### src/rtl/crumb_sequencer.sv
// crumb_sequencer: phase controller for a serially chained crumb (Game of Life) grid.
//   LOAD : shifts CELLS pattern bits into the state chain (first bit ends at the tail)
//   RUN  : WAIT/STEP loop, one generation every GEN_DIV cycles, num_gens times
//   SNAP : one-cycle display snapshot, then DRAIN streams CELLS pixels out
// Ports:
//   clk, rst                     clock, synchronous active-high reset
//   cmd_load, cmd_run, num_gens  host commands (accepted only in IDLE, load wins)
//   load_bit/valid/ready         pattern source handshake
//   grid_*                       every control strobe of the crumb array
//   pix_bit, pix_valid           drained pixel stream, no backpressure
//   busy, gen_count, done        status; done pulses after LOAD or DRAIN
// Optional: define CRUMB_SEQ_ABORT_EN to add cmd_abort / aborted.
module crumb_sequencer #(
    parameter int GRID_W  = 8,
    parameter int GRID_H  = 8,
    parameter int GEN_DIV = 16,
    parameter int GEN_W   = 8
) (
    input  logic             clk,
    input  logic             rst,
    input  logic             cmd_load,
    input  logic             cmd_run,
    input  logic [GEN_W-1:0] num_gens,
    input  logic             load_bit,
    input  logic             load_valid,
    output logic             load_ready,
    output logic             grid_en,
    output logic             grid_run,
    output logic             grid_shift_in,
    output logic             grid_display,
    output logic             grid_display_shift_in,
    input  logic             grid_display_shift_out,
    output logic             pix_bit,
    output logic             pix_valid,
    output logic             busy,
    output logic [GEN_W-1:0] gen_count,
`ifdef CRUMB_SEQ_ABORT_EN
    output logic             done,
    input  logic             cmd_abort,
    output logic             aborted
`else
    output logic             done
`endif
);
    localparam int CELLS = GRID_W * GRID_H;
    localparam int CW    = $clog2(CELLS + 1);
    localparam int DW    = (GEN_DIV > 1) ? $clog2(GEN_DIV) : 1;

    localparam logic [CW-1:0]    LAST_CELL = CW'(CELLS - 1);
    // WAIT occupies GEN_DIV-1 cycles, so its counter runs 0..GEN_DIV-2
    localparam logic [DW-1:0]    LAST_WAIT = DW'((GEN_DIV > 1) ? GEN_DIV - 2 : 0);
    localparam logic [GEN_W-1:0] GEN_MAX   = '1;

    localparam logic [2:0] S_IDLE  = 3'd0;
    localparam logic [2:0] S_LOAD  = 3'd1;
    localparam logic [2:0] S_WAIT  = 3'd2;
    localparam logic [2:0] S_STEP  = 3'd3;
    localparam logic [2:0] S_SNAP  = 3'd4;
    localparam logic [2:0] S_DRAIN = 3'd5;
    // with GEN_DIV=1 there is no wait at all: steps run back to back
    localparam logic [2:0] S_GEN   = (GEN_DIV > 1) ? S_WAIT : S_STEP;

    logic [2:0]       state;
    logic [CW-1:0]    cell_cnt;
    logic [DW-1:0]    div_cnt;
    logic [GEN_W-1:0] gens_lat;
    logic [GEN_W:0]   gen_next;
    logic             abort_now;

`ifdef CRUMB_SEQ_ABORT_EN
    assign abort_now = cmd_abort && (state != S_IDLE);
`else
    assign abort_now = 1'b0;
`endif

    assign gen_next              = {1'b0, gen_count} + {{GEN_W{1'b0}}, 1'b1};
    assign busy                  = (state != S_IDLE);
    assign grid_display_shift_in = 1'b0;

    always_comb begin
        load_ready    = 1'b0;
        grid_en       = 1'b0;
        grid_run      = 1'b0;
        grid_shift_in = 1'b0;
        grid_display  = 1'b0;
        pix_valid     = 1'b0;
        pix_bit       = 1'b0;
        case (state)
            S_LOAD: begin
                load_ready    = 1'b1;
                grid_en       = load_valid;
                grid_shift_in = load_valid & load_bit;
            end
            S_STEP: begin
                grid_en  = 1'b1;
                grid_run = 1'b1;
            end
            S_SNAP: begin
                grid_en      = 1'b1;
                grid_display = 1'b1;
            end
            S_DRAIN: begin
                grid_en   = 1'b1;
                pix_valid = 1'b1;
                pix_bit   = grid_display_shift_out;
            end
            default: ;
        endcase
        // an abort silences the array immediately so nothing moves in the abort cycle
        if (abort_now) begin
            grid_en       = 1'b0;
            grid_run      = 1'b0;
            grid_shift_in = 1'b0;
            grid_display  = 1'b0;
            pix_valid     = 1'b0;
            pix_bit       = 1'b0;
        end
    end

    always_ff @(posedge clk) begin
        if (rst) begin
            state     <= S_IDLE;
            cell_cnt  <= '0;
            div_cnt   <= '0;
            gens_lat  <= '0;
            gen_count <= '0;
            done      <= 1'b0;
`ifdef CRUMB_SEQ_ABORT_EN
            aborted   <= 1'b0;
`endif
        end else begin
            done <= 1'b0;
`ifdef CRUMB_SEQ_ABORT_EN
            aborted <= 1'b0;
            if (abort_now) begin
                state   <= S_IDLE;
                aborted <= 1'b1;
            end else
`endif
            case (state)
                S_IDLE: begin
                    if (cmd_load) begin
                        state    <= S_LOAD;
                        cell_cnt <= '0;
                    end else if (cmd_run) begin
                        gens_lat  <= num_gens;
                        gen_count <= '0;
                        div_cnt   <= '0;
                        state     <= (num_gens == '0) ? S_SNAP : S_GEN;
                    end
                end
                S_LOAD: begin
                    if (load_valid) begin
                        if (cell_cnt == LAST_CELL) begin
                            state <= S_IDLE;
                            done  <= 1'b1;
                        end else begin
                            cell_cnt <= cell_cnt + CW'(1);
                        end
                    end
                end
                S_WAIT: begin
                    if (div_cnt == LAST_WAIT) begin
                        state   <= S_STEP;
                        div_cnt <= '0;
                    end else begin
                        div_cnt <= div_cnt + DW'(1);
                    end
                end
                S_STEP: begin
                    if (gen_count != GEN_MAX) gen_count <= gen_next[GEN_W-1:0];
                    div_cnt <= '0;
                    state   <= (gen_next < {1'b0, gens_lat}) ? S_GEN : S_SNAP;
                end
                S_SNAP: begin
                    state    <= S_DRAIN;
                    cell_cnt <= '0;
                end
                S_DRAIN: begin
                    if (cell_cnt == LAST_CELL) begin
                        state <= S_IDLE;
                        done  <= 1'b1;
                    end else begin
                        cell_cnt <= cell_cnt + CW'(1);
                    end
                end
                default: state <= S_IDLE;
            endcase
        end
    end
endmodule

### config.mk
export PLATFORM = sky130hd
export DESIGN_NAME = crumb_sequencer
export DESIGN_NICKNAME = d
export VERILOG_FILES = /design/src/rtl/crumb_sequencer.sv
export SDC_FILE = /design/constraint.sdc
export NUM_CORES = 1
export LEC_CHECK = 0
export CAP_MARGIN = 10
export CORE_ASPECT_RATIO = 0.6
export CORE_UTILIZATION = 45
export DETAILED_ROUTE_END_ITERATION = 12
export DONT_BUFFER_PORTS = 1
export PLACE_DENSITY_LB_ADDON = 0.3
export SLEW_MARGIN = 20
export SYNTH_ARGS = -nofsm -noshare
export SYNTH_HDL_FRONTEND = slang
export SYNTH_SLANG_ARGS = --single-unit
### constraint.sdc
create_clock -name clk -period 3.69 [get_ports clk]
set_input_delay 0.738 -clock clk [delete_from_list [all_inputs] [get_ports clk]]
set_output_delay 0.738 -clock clk [all_outputs]
set_load 0.02 [all_outputs]
* Word-level counts from Yosys, hierarchy flattened *
Cells that the tools add are included.

word-level totals
  register bits after elaboration = 31
  bits of input ports = 15
  logic and storage cells = 69

operators by class
  add/subtract/negate cells = 3
  $lt $le $gt $ge = 1
  equality and inequality tests = 15
  muxes and demuxes = 30
  bitwise logic cells = 2
  reductions and logical operators = 12

operators by type and width
  cell                   count
  $pmux W7 S4            1
  $mux W8                3
  $mux W3                7
  $mux W7                3
  $pmux W3 S6            1
  $pmux W8 S2            1
  $mux W4                3
  $ne A2 B2 Y1 const B   6
  $pmux W4 S3            1
  $reduce_and A3 Y1      4
  $add A8 B1 Y9 const B  1
  $lt A9 B8 Y1           1
  $logic_not A8 Y1       1
  $mux W1                8
  $ne A8 B8 Y1 const B   1
  $add A7 B1 Y7 const B  1
  $eq A7 B6 Y1 const B   1
  $eq A3 B2 Y1 const B   2
  $eq A3 B3 Y1 const B   2
  $reduce_bool A3 Y1     2
  $add A4 B1 Y4 const B  1
  $eq A4 B4 Y1 const B   1
  $pmux W1 S2            2
  $reduce_and A4 Y1      1
  other kinds (8)        8

* Logic depth before layout (Yosys ltp) *
Gate-level depths: netlist (run 1).

  depth after elaboration = 5
  mapped depth = 9

* Least setup slack after synthesis (run 1) *
No wires, ideal clock.

  path type = reg2reg
  start point = register gen_count[0]
  end point = register state[1]
  library setup time = 0.135 ns
  arrival time = 2.241 ns
  data required time = 3.555 ns
  slack = 1.314 ns
  cell stages (with the launch flop) = 10
  buffers on the path = 0
  path through = dfxtp_1 ha_1 nand2_1 o21ai_0 nand2_1 ha_1 nand3_1 or4_1 nand3_1 o22ai_1

between the ends
  longest elaborated chain between the ends = 4

ends and longest elaborated chain
  item                    line  RTL
  start, declared         36    output logic [GEN_W-1:0] gen_count,
  start signal, assigned  171   if (gen_count != GEN_MAX) gen_count <= gen_next[GEN_W-1:0];
  $add A8 B1 Y9           76    assign gen_next = {1'b0, gen_count} + {{GEN_W{1'b0}}, 1'b1};
  $lt A9 B8 Y1            173   state <= (gen_next < {1'b0, gens_lat}) ? S_GEN : S_SNAP;
  $mux W3                 173
  $pmux W3 S6             140   case (state)
  end signal, assigned    149   state <= (num_gens == '0) ? S_SNAP : S_GEN;
  end signal, assigned    173
  end, declared           63    logic [2:0] state;

No other way between the ends.
A chain may end at the register's enable or synchronous reset.

* Final worst setup path (run 1) *
Same ends and word-level chain as after synthesis.

==> flow_metrics.env, run 1 <==
export IMPL_wire_per_inst_um=15.37
export IMPL_synth_compound_area_share_pct=19.70
export IMPL_viasPerCell=5.859
export IMPL_port_buffers=0
export IMPL_sum_of_routed_wire_length_over_all_layers_um=4150
export IMPL_die_height_um=51.81
export IMPL_timing_critical_path_arrival_ns=2.84
export IMPL_layout_core_utilization_pct=50.74
export IMPL_cts_inserted_buffers=5
export IMPL_layout_cells_most_common="sky130_fd_sc_hd__nand2_1"
export IMPL_first_global_vias=1397
export IMPL_finalHoldViolCount=0
export IMPL_grt_overflow_total=0
export IMPL_critical_path_peak_fanout=6
export IMPL_post_cts_hold_buffer_count=0
export IMPL_placementRows=17
export IMPL_finalPower_mw=0.7485
export IMPL_grt_first_pass_wirelength_um=6755
export IMPL_worst_setup_hold_path_clk_slew_ns=0.07
export IMPL_finalCriticalPeriod_ns=2.692
export IMPL_setup_viol_count_final=0
export IMPL_period_share_pct=72.96
export IMPL_slew_violations=0
export IMPL_drt_pass1_iterations=4
export IMPL_max_clock_path_buffers=2
export IMPL_yosysUniqueCellTypes=58
export IMPL_p_per_area_mw_per_mm2=387.4
export IMPL_regToRegSetupSlack_ns=1.0
export IMPL_finalClockSkew_ns=0.009634
export IMPL_vdd_drop_max_mv=0.1690
export IMPL_synth_main_ff_cell="sky130_fd_sc_hd__dfxtp_1"
export IMPL_ioPinCount=33
export IMPL_postRouteAntennaNets=0
export IMPL_clk_insertion_delay_late_ns=0.29
export IMPL_critical_path_startpoint="gen_count[0]"
export IMPL_syn_num_nets=255
export IMPL_ctsResizeCount=0
export IMPL_synthToLayoutAreaGrowth_pct=3.833
export IMPL_timing_critical_path_from_type="flip-flop"
export IMPL_worst_reg2reg_path_length_in_cells=9
export IMPL_dominant_combinational_cell_family_by_area_after_synthesis="simple AND/OR/NAND/NOR gates"
export IMPL_drt_drc_violations_left=0
export IMPL_ys_seq_elements=31
export IMPL_cp_data_required_time_ns=3.84
export IMPL_dpl_hpwl_um=3016
export IMPL_status="finished clean"
export IMPL_grt_start_max_net_pins=25
export IMPL_coreArea_mm2=0.003807
export IMPL_hold_path_class="reg -> reg"
export IMPL_max_clock_freq_mhz=371.4
export IMPL_highest_count_cells_in_the_layout_ignoring_fill_and_taps="sky130_fd_sc_hd__nand2_1 (33), sky130_fd_sc_hd__dfxtp_1 (31), sky130_fd_sc_hd__a21oi_1 (19)"
export IMPL_slew_headroom_pct=57.92
export IMPL_start_util_pct=48.87
export IMPL_design_final_nets=249
export IMPL_worst_reg2reg_path_startpoint="gen_count[0]"
export IMPL_total_number_of_vias=1582
export IMPL_cts_sink_count=31
export IMPL_grtUsageTotal_pct=20.71
export IMPL_ctsHtreeMaxLevel=2
export IMPL_stdcell_area_mm2=0.001932
export IMPL_setup_worst_path_end="state[1]"
export IMPL_synthAdderAreaFrac_pct=7.397
export IMPL_register_area_um2=620.6
export IMPL_synth_simple_gate_area_share_pct=26.63
export IMPL_max_slew_worst_pin_slew_ns=0.6245
export IMPL_xor_xnor_share_of_the_synthesized_area_pct=3.766
export IMPL_syn_mean_instance_area_um2=8.125
export IMPL_drive_gt1_share_pct=6.726
export IMPL_grt_setup_unrepaired="false"
export IMPL_sum_of_negative_setup_slack_ns=0
export IMPL_cts_tree="yes"
export IMPL_worst_setup_end_kind="flip-flop"
export IMPL_placer_congestion=0.8470
export IMPL_postSynth_asyncResetShare_pct=0
export IMPL_die_area_mm2=0.004404
export IMPL_synthCells=229
export IMPL_power_static_leakage_nw=0.7191
export IMPL_synth_edff_count=0
export IMPL_cts_repair_timing_setup_buffer_count=0
export IMPL_fillCellCount=380
export IMPL_detailedRoute_firstIterationViolations=123
export IMPL_rr_endpoint="state[1]"
export IMPL_yosys_warnings=0
export IMPL_multi_input_gate_area_in_the_final_layout_mm2=0.001116
export IMPL_cts_root_buf="sky130_fd_sc_hd__clkbuf_8"
export IMPL_crit_type="reg -> reg"
export IMPL_synth_seq_area_share_pct=33.36
export IMPL_die_w_um=85.01
export IMPL_synth_cell_area_mm2=0.001861
export IMPL_placed_cell_area_mm2=0.001844
export IMPL_maxCapViolations=0
export IMPL_synth_mux_area_share_pct=2.286
export IMPL_antennaDiodeCount=0
export IMPL_antenna_violations_before_repair=0
[report_power, final]
group	total [mW]	internal, mW	switching (mW)
Clock	0.276	0.146	0.130
Sequential	0.368	0.348	0.0203
Combinational	0.104	0.0393	0.0649
[worst max-delay path: stages (launching register included)]
cell and delay, ns:
sky130_fd_sc_hd__dfxtp_1 0.57, sky130_fd_sc_hd__ha_1 0.35, sky130_fd_sc_hd__nand2_1 0.17, sky130_fd_sc_hd__o21ai_0 0.27, sky130_fd_sc_hd__nand2_1 0.11, sky130_fd_sc_hd__ha_1 0.31, sky130_fd_sc_hd__nand3_1 0.09, sky130_fd_sc_hd__or4_1 0.53
sky130_fd_sc_hd__nand3_1 0.10, sky130_fd_sc_hd__o22ai_1 0.07
[cell type report]
| type | count | share of cell area [%] |
|---|---|---|
| Multi-Input combinational cell | 172 | 57.77 |
| Sequential cell | 31 | 32.12 |
| Clock buffer | 6 | 4.275 |
| Tap cell | 47 | 3.044 |
| Inverter | 13 | 2.526 |
| Clock inverter | 1 | 0.2591 |
[worst min-delay path by stage]
stage	startpoint	end	slack, ns	cells after the start
final	gens_lat[6]	gens_lat[6]	0.45	2
after global routing	gens_lat[6]	gens_lat[6]	0.47	2
after CTS	gens_lat[6]	gens_lat[6]	0.45	2
after detailed placement	gens_lat[6]	gens_lat[6]	0.44	2
after global placement	gens_lat[6]	gens_lat[6]	0.44	2
after floorplan	gens_lat[0]	gens_lat[0]	0.43	2
[state kept, by name (all words and copies together) (netlist names)]
| register | cells |
|---|---|
| state | 3 |
| gens_lat | 8 |
| div_cnt | 4 |
| cell_cnt | 7 |
| gen_count | 8 |
| done | 1 |
[per-layer routing]
metal	global-route usage [%]	wire length (um)	vias up
li1	-	-	812
met1	30.47	2244	728
met2	26.75	1522	38
met3	7.143	329	4
met4	8.475	54	0
met5	0	0	-
[per-stage QoR]
| stage | setup WS (ns) | hold WS, ns | instances |
|---|---|---|---|
| 4_1_cts | 1.021 | 0.4530 | 270 |
| 3_5_place_dp | 1.032 | 0.4434 | 263 |
| 5_1_grt | 0.7664 | 0.4743 | 270 |
| 3_3_place_gp | 1.149 | 0.4398 | 263 |
| 2_1_floorplan | 1.314 | 0.4321 | 229 |
| 6_report | 0.9976 | 0.4504 | 270 |
[synthesized netlist by cell type (all sizes together), types with 4 or more instances]
cell,n,area share (%)
a211oi,5,2.0
a21oi,19,5.1
buf,8,2.9
clkbuf,5,1.1
dfxtp,31,33
ha,11,7.4
inv,13,2.6
nand2,33,6.7
nand3,10,3.0
nor2,10,2.0
nor3,6,1.9
nor4,4,1.3
o21ai,7,1.9
o31ai,4,1.9
or3,5,1.7
or4,4,1.6
xnor2,5,2.4
[logic make-up after synthesis]
family / count (synthesis)
other cells: 1
buf+inv: 26
mux: 4
xor+xnor: 8
compound gates: 55
simple gates: 93
flops: 31
fa+ha+maj: 11
Power figures use the tool's default switching activity.
==> run 2: changes to the inputs <==
==> constraint.sdc (replaced) <==
create_clock -name clk -period 2.3 [get_ports clk]
set_input_delay 0.46 -clock clk [delete_from_list [all_inputs] [get_ports clk]]
set_output_delay 0.46 -clock clk [all_outputs]
set_load 0.02 [all_outputs]
==> run 2 against run 1 <==
Net effect:
- hold slack worse by 0.21 ns
- via count grew 1.7%
- sequential cell count is the same
- non-clock buffer count up 13
==> flow_metrics.env, run 2 (synthesis gave the netlist of run 1 again) <==
export IMPL_antenna_violations_before_repair=0
export IMPL_critical_path_peak_fanout=5
export IMPL_timing_critical_path_arrival_ns=2.37
export IMPL_grt_use_met1_pct=30.71
export IMPL_grtUsageTotal_pct=21.03
export IMPL_synthToLayoutAreaGrowth_pct=9.751
export IMPL_total_number_of_vias=1609
export IMPL_postRouteAntennaNets=0
export IMPL_cp_cell_sequence="ha_2 -> buf_4 -> nand3_1 -> xnor2_1 -> ha_1 -> inv_1 -> or4_1 -> nand3_1 -> o22ai_1"
export IMPL_dpl_hpwl_um=3141
export IMPL_setup_viol_count_final=0
export IMPL_vdd_drop_max_mv=0.3464
export IMPL_gr_max_usage_layer="met1"
export IMPL_die_area_mm2=0.004404
export IMPL_placer_congestion=0.8257
export IMPL_drt_pass1_iterations=4
export IMPL_timing_critical_path_buf_inv=2
export IMPL_crit_type="reg -> reg"
export IMPL_finalHoldViolCount=0
export IMPL_groute_layer_met2_usage_pct=29.03
export IMPL_max_clock_path_buffers=2
export IMPL_power_static_leakage_nw=0.7876
export IMPL_die_height_um=51.81
export IMPL_max_slew_worst_pin_slew_ns=0.5734
export IMPL_grt_util_met3_pct=6.825
export IMPL_cp_top_family="simple AND/OR/NAND/NOR gates"
export IMPL_critical_path_startpoint="gen_count[0]"
export IMPL_cts_inserted_buffers=5
export IMPL_cts_root_buf="sky130_fd_sc_hd__clkbuf_8"
export IMPL_coreArea_mm2=0.003807
export IMPL_highest_count_cells_in_the_layout_ignoring_fill_and_taps="sky130_fd_sc_hd__nand2_1 (32), sky130_fd_sc_hd__dfxtp_1 (29), sky130_fd_sc_hd__a21oi_1 (19)"
export IMPL_path_common_cell="sky130_fd_sc_hd__nand3_1"
export IMPL_reg_top3="gen_count x8, gens_lat x8, cell_cnt x7"
export IMPL_hold_path_class="in -> reg"
export IMPL_ctsResizeCount=0
export IMPL_start_util_pct=48.87
export IMPL_fillCellCount=358
export IMPL_ioPinCount=33
export IMPL_cp_data_required_time_ns=2.45
export IMPL_drt_drc_violations_left=0
export IMPL_slew_headroom_pct=61.77
export IMPL_worst_reg2reg_path_startpoint="gen_count[0]"
export IMPL_cp_slowest_cell="sky130_fd_sc_hd__or4_1"
export IMPL_grt_setup_unrepaired="false"
export IMPL_design_final_nets=262
export IMPL_post_cts_hold_buffer_count=0
export IMPL_finalCriticalPeriod_ns=2.217
export IMPL_max_clock_freq_mhz=451.0
export IMPL_slowest_delay_ns=0.54
export IMPL_drive_gt1_share_pct=13.98
export IMPL_viasPerCell=5.686
export IMPL_grt_start_max_net_pins=25
export IMPL_worst_setup_end_kind="flip-flop"
export IMPL_period_share_pct=96.40
export IMPL_slew_violations=0
export IMPL_sum_of_negative_setup_slack_ns=0
export IMPL_cts_repair_timing_setup_buffer_count=0
export IMPL_port_buffers=0
export IMPL_ctsHtreeMaxLevel=2
export IMPL_maxCapViolations=0
export IMPL_grt_overflow_total=0
export IMPL_first_global_vias=1446
export IMPL_cts_sink_count=31
export IMPL_grt_first_pass_wirelength_um=6969
export IMPL_antennaDiodeCount=0
export IMPL_worst_setup_hold_path_clk_slew_ns=0.07
export IMPL_clk_insertion_delay_late_ns=0.28
export IMPL_die_w_um=85.01
export IMPL_detailedRoute_firstIterationViolations=116
export IMPL_placementRows=17
export IMPL_layout_cells_most_common="sky130_fd_sc_hd__nand2_1"
export IMPL_wire_per_inst_um=14.95
export IMPL_finalClockSkew_ns=0.006283
export IMPL_timing_critical_path_from_type="flip-flop"
export IMPL_sum_of_routed_wire_length_over_all_layers_um=4232
export IMPL_cts_tree="yes"
export IMPL_p_per_area_mw_per_mm2=591.8
export IMPL_hold_start="rst"
export IMPL_finalPower_mw=1.208
export IMPL_status="finished clean"
-- run 2: cell types whose count changed in the layout (fill, tap and decap cells not counted), sizes merged --
cell  change
buf      +13
-- run 2: worst reg2reg max path, cell delays in order, from the launching register on --
cell and delay [ns]:
sky130_fd_sc_hd__dfxtp_2 0.35, sky130_fd_sc_hd__ha_2 0.20, sky130_fd_sc_hd__buf_4 0.14, sky130_fd_sc_hd__nand3_1 0.11, sky130_fd_sc_hd__xnor2_1 0.21, sky130_fd_sc_hd__ha_1 0.33, sky130_fd_sc_hd__inv_1 0.04, sky130_fd_sc_hd__or4_1 0.54
sky130_fd_sc_hd__nand3_1 0.10, sky130_fd_sc_hd__o22ai_1 0.08
-- run 2: final timing paths --
kind | end | slack, ns | cells past startpoint
max | state[1] | 0.08 | 9
min | gen_count[1] | 0.24 | 1
max reg2reg | state[1] | 0.08 | 9
min reg2reg | gens_lat[0] | 0.45 | 2
-- run 2: where the power goes --
group	total, mW	switching [mW]	internal (mW)
clock	0.437	0.202	0.235
sequential	0.587	0.0289	0.558
combinational	0.185	0.109	0.0754
total	1.21	0.341	0.868
-- run 2: per-stage QoR --
stage | std cells | util, % | hold slack [ns] | cell area (um2) | setup WS, ns
finish | 283 | 53.63 | 0.2377 | 2042 | 0.08291
global placement | 276 | 51.13 | 0.4340 | 1947 | 0.1523
global route | 283 | 53.63 | 0.2247 | 2042 | 0.004312
detailed placement | 276 | 51.13 | 0.4396 | 1947 | 0.09657
floorplan | 229 | - | 0.4321 | 1866 | 0.01741
CTS | 283 | 53.43 | 0.2297 | 2034 | 0.08505
-- run 2: final cells by class --
cell class / instances / area, um2 / area share, %
sequential: 31 / 623.1 / 30.51
tap: 47 / 58.81 / 2.880
clock inverter: 1 / 5.005 / 0.2451
multi-input combinational: 172 / 1126 / 55.15
clock buffer: 6 / 82.58 / 4.044
inverter: 13 / 48.80 / 2.390
timing repair buffer: 13 / 97.59 / 4.779
-- run 2: per-layer routing --
| layer | vias to the layer above | routed length [um] |
|---|---|---|
| li1 | 838 | - |
| met1 | 726 | 2265 |
| met2 | 41 | 1579 |
| met3 | 4 | 349 |
| met4 | 0 | 38 |
| met5 | - | 0 |
==> run 3: changes to the inputs <==
--- a/config.mk
+++ b/config.mk
@@ -5,6 +5,7 @@
 export SDC_FILE = /design/constraint.sdc
 export NUM_CORES = 1
 export LEC_CHECK = 0
+export ABC_AREA = 1
 export CAP_MARGIN = 10
 export CORE_ASPECT_RATIO = 0.6
 export CORE_UTILIZATION = 45
==> run 3 against run 2 <==
Net effect:
- sequential cell count is the same
- non-clock buffer count shrank 5
- wire length grew 3.2%
- count of clock-buffer cells in the layout grew 2
- via count grew 2.5%
- setup slack gained 0.082 ns
- largest cell class unchanged
==> flow_metrics.env, run 3 <==
export IMPL_cp_slowest_cell="sky130_fd_sc_hd__dfxtp_1"
export IMPL_worst_setup_end_kind="flip-flop"
export IMPL_post_synthesis_cell_type_with_the_largest_combined_area="sky130_fd_sc_hd__dfxtp_1"
export IMPL_timing_critical_path_from_type="flip-flop"
export IMPL_synthToLayoutAreaGrowth_pct=10.91
export IMPL_finalClockSkew_ns=0.003096
export IMPL_drt_pass1_iterations=4
export IMPL_drt_drc_violations_left=0
export IMPL_layout_cells_most_common="sky130_fd_sc_hd__nand2_1"
export IMPL_cts_inserted_buffers=5
export IMPL_die_area_mm2=0.004266
export IMPL_detailedRoute_firstIterationViolations=122
export IMPL_post_cts_hold_buffer_count=0
export IMPL_setup_viol_count_final=0
export IMPL_max_clock_path_buffers=2
export IMPL_wire_per_inst_um=13.64
export IMPL_highest_count_cells_in_the_layout_ignoring_fill_and_taps="sky130_fd_sc_hd__nand2_1 (65), sky130_fd_sc_hd__dfxtp_1 (31), sky130_fd_sc_hd__nor2_1 (28), sky130_fd_sc_hd__a21oi_1 (28), sky130_fd_sc_hd__inv_1 (24)"
export IMPL_vdd_drop_max_mv=0.4783
export IMPL_antenna_violations_before_repair=0
export IMPL_port_buffers=0
export IMPL_placed_cell_area_mm2=0.001896
export IMPL_synthCells=262
export IMPL_slew_headroom_pct=56.15
export IMPL_placer_congestion=0.8369
export IMPL_cp_data_required_time_ns=2.48
export IMPL_hold_depth=1
export IMPL_worst_path_stages=14
export IMPL_maxCapViolations=0
export IMPL_stdcell_area_mm2=0.001997
export IMPL_grt_setup_unrepaired="false"
export IMPL_reg_top3="gen_count x8, gens_lat x8, cell_cnt x7"
export IMPL_placementRows=17
export IMPL_grt_start_max_net_pins=19
export IMPL_cp_top_family="simple AND/OR/NAND/NOR gates"
export IMPL_cts_tree="yes"
export IMPL_synth_edff_count=0
export IMPL_grt_first_pass_wirelength_um=7307
export IMPL_syn_mean_instance_area_um2=6.872
export IMPL_p_per_area_mw_per_mm2=971.4
export IMPL_ys_seq_elements=31
export IMPL_drive_gt1_share_pct=13.19
export IMPL_timing_critical_path_buf_inv=1
export IMPL_timing_critical_path_arrival_ns=2.32
export IMPL_grt_overflow_total=0
export IMPL_critical_path_peak_fanout=5
export IMPL_power_static_leakage_nw=0.8563
export IMPL_yosys_warnings=0
export IMPL_sum_of_routed_wire_length_over_all_layers_um=4366
export IMPL_synth_most_common_cell="sky130_fd_sc_hd__nand2_1"
export IMPL_most_instantiated_cells_after_synthesis="sky130_fd_sc_hd__nand2_1 (65), sky130_fd_sc_hd__dfxtp_1 (31), sky130_fd_sc_hd__a21oi_1 (28), sky130_fd_sc_hd__nor2_1 (28), sky130_fd_sc_hd__inv_1 (24)"
export IMPL_grtUsageTotal_pct=22.54
export IMPL_synth_seq_area_share_pct=34.47
export IMPL_die_w_um=83.66
export IMPL_cts_root_buf="sky130_fd_sc_hd__clkbuf_8"
export IMPL_first_global_vias=1482
export IMPL_syn_num_nets=288
export IMPL_die_height_um=51.00
export IMPL_worst_reg2reg_path_length_in_cells=14
export IMPL_finalCriticalPeriod_ns=2.135
export IMPL_worst_setup_hold_path_clk_slew_ns=0.07
export IMPL_slew_violations=0
export IMPL_cts_sink_count=31
export IMPL_dpl_hpwl_um=3362
export IMPL_path_common_cell="sky130_fd_sc_hd__nand2_1"
export IMPL_finalHoldViolCount=0
export IMPL_synth_largest_type_area_fraction_pct=34.47
export IMPL_slowest_delay_ns=0.35
export IMPL_ctsHtreeMaxLevel=2
export IMPL_post_synth_main_area_contributors="sky130_fd_sc_hd__dfxtp_1 (34%), sky130_fd_sc_hd__nand2_1 (14%), sky130_fd_sc_hd__a21oi_1 (7.8%)"
export IMPL_coreArea_mm2=0.003744
export IMPL_antennaDiodeCount=0
export IMPL_postSynth_asyncResetShare_pct=0
export IMPL_hold_path_class="in -> reg"
export IMPL_crit_type="reg -> reg"
export IMPL_period_share_pct=92.82
export IMPL_yosysUniqueCellTypes=31
export IMPL_synth_cell_area_mm2=0.001800
export IMPL_status="finished clean"
export IMPL_ioPinCount=33
export IMPL_sum_of_negative_setup_slack_ns=0
export IMPL_start_util_pct=48.09
export IMPL_design_final_nets=298
export IMPL_max_slew_worst_pin_slew_ns=0.6563
export IMPL_total_number_of_vias=1650
export IMPL_timing_hold_ws_ns=0.2338
export IMPL_cp_cell_sequence="buf_4 -> nand3_1 -> nor2_1 -> nand4_1 -> xnor2_1 -> ha_1 -> nand2_1 -> nand2_1 -> nor2_1 -> nand2_1 -> nand2_1 -> nand2_1 -> nand2_1 -> a21oi_1"
export IMPL_synth_main_ff_cell="sky130_fd_sc_hd__dfxtp_1"
export IMPL_clk_insertion_delay_late_ns=0.29
export IMPL_viasPerCell=5.156
export IMPL_finalPower_mw=1.940
export IMPL_max_clock_freq_mhz=468.4
export IMPL_postRouteAntennaNets=0
==> run 3: changes by cell type after synthesis, sizes merged, moves of 8 or more <==
cell   before  now
o21ai       7   15
inv        13   30
nor2       10   34
a21oi      19   29
nand2      33   67
==> run 3: layout make-up <==
| class | instances | area, um2 |
|---|---|---|
| Sequential cell | 31 | 620.6 |
| Tap cell | 47 | 58.81 |
| Fill cell | 357 | 1747 |
| Clock buffer | 8 | 100.1 |
| Multi-Input combinational cell | 196 | 1045 |
| Timing Repair Buffer | 8 | 60.06 |
| Inverter | 30 | 112.6 |
==> run 3: repair_timing <==
item                                    4_1_cts  5_1_grt
endpoints found under the setup margin        0        1
resized for setup                             0        1
buffers inserted                              0        0
==> run 3: cell families (layout without fill, tap and decap cells) <==
logic type | count (synthesis) | after routing | synth area share, %
AND/OR/NAND/NOR | 128 | 128 | 31.55
AO/OA/AOI/OAI | 47 | 47 | 14.18
buffers and inverters | 35 | 46 | 7.575
flip-flops | 31 | 31 | 34.47
adder cells (fa/ha/maj) | 11 | 11 | 7.644
XOR/XNOR | 9 | 9 | 4.378
other | 1 | 1 | 0.2083
==> run 3: final timing paths <==
| kind | startpoint | end | slack [ns] |
|---|---|---|---|
| setup / recovery | gen_count[0] | state[2] | 0.17 |
| hold / removal | rst | state[1] | 0.23 |
| setup reg to reg | gen_count[0] | state[2] | 0.17 |
| hold reg to reg | gens_lat[2] | gens_lat[2] | 0.47 |
==> run 3: report_power, final <==
| part | total (mW) | switching [mW] | leakage, nW | internal (mW) |
|---|---|---|---|---|
| registers | 0.688 | 0.0744 | 0.252 | 0.614 |
| logic | 0.768 | 0.543 | 0.553 | 0.226 |
| clock network | 0.484 | 0.211 | 0.0515 | 0.273 |
==> run 3: through the flow <==
step,cells,worst slack (ns),util [%]
after global placement,312,0.3576,50.64
after floorplan,262,0.1909,-
after global routing,320,0.007765,53.34
after detailed placement,312,0.1802,50.64
final,320,0.1653,53.34
after CTS,320,0.1538,53.31
==> run 3: metal layers <==
| layer | part of all wire [%] | wire, um | vias up | track usage [%] |
|---|---|---|---|---|
| met5 | 0 | 0 | - | 0 |
| met1 | 53 | 2325 | 712 | 33.79 |
| met3 | 9.7 | 423 | 8 | 7.108 |
| met4 | 1.6 | 68 | 0 | 9.887 |
| met2 | 36 | 1550 | 65 | 28.46 |
| li1 | - | - | 865 | - |
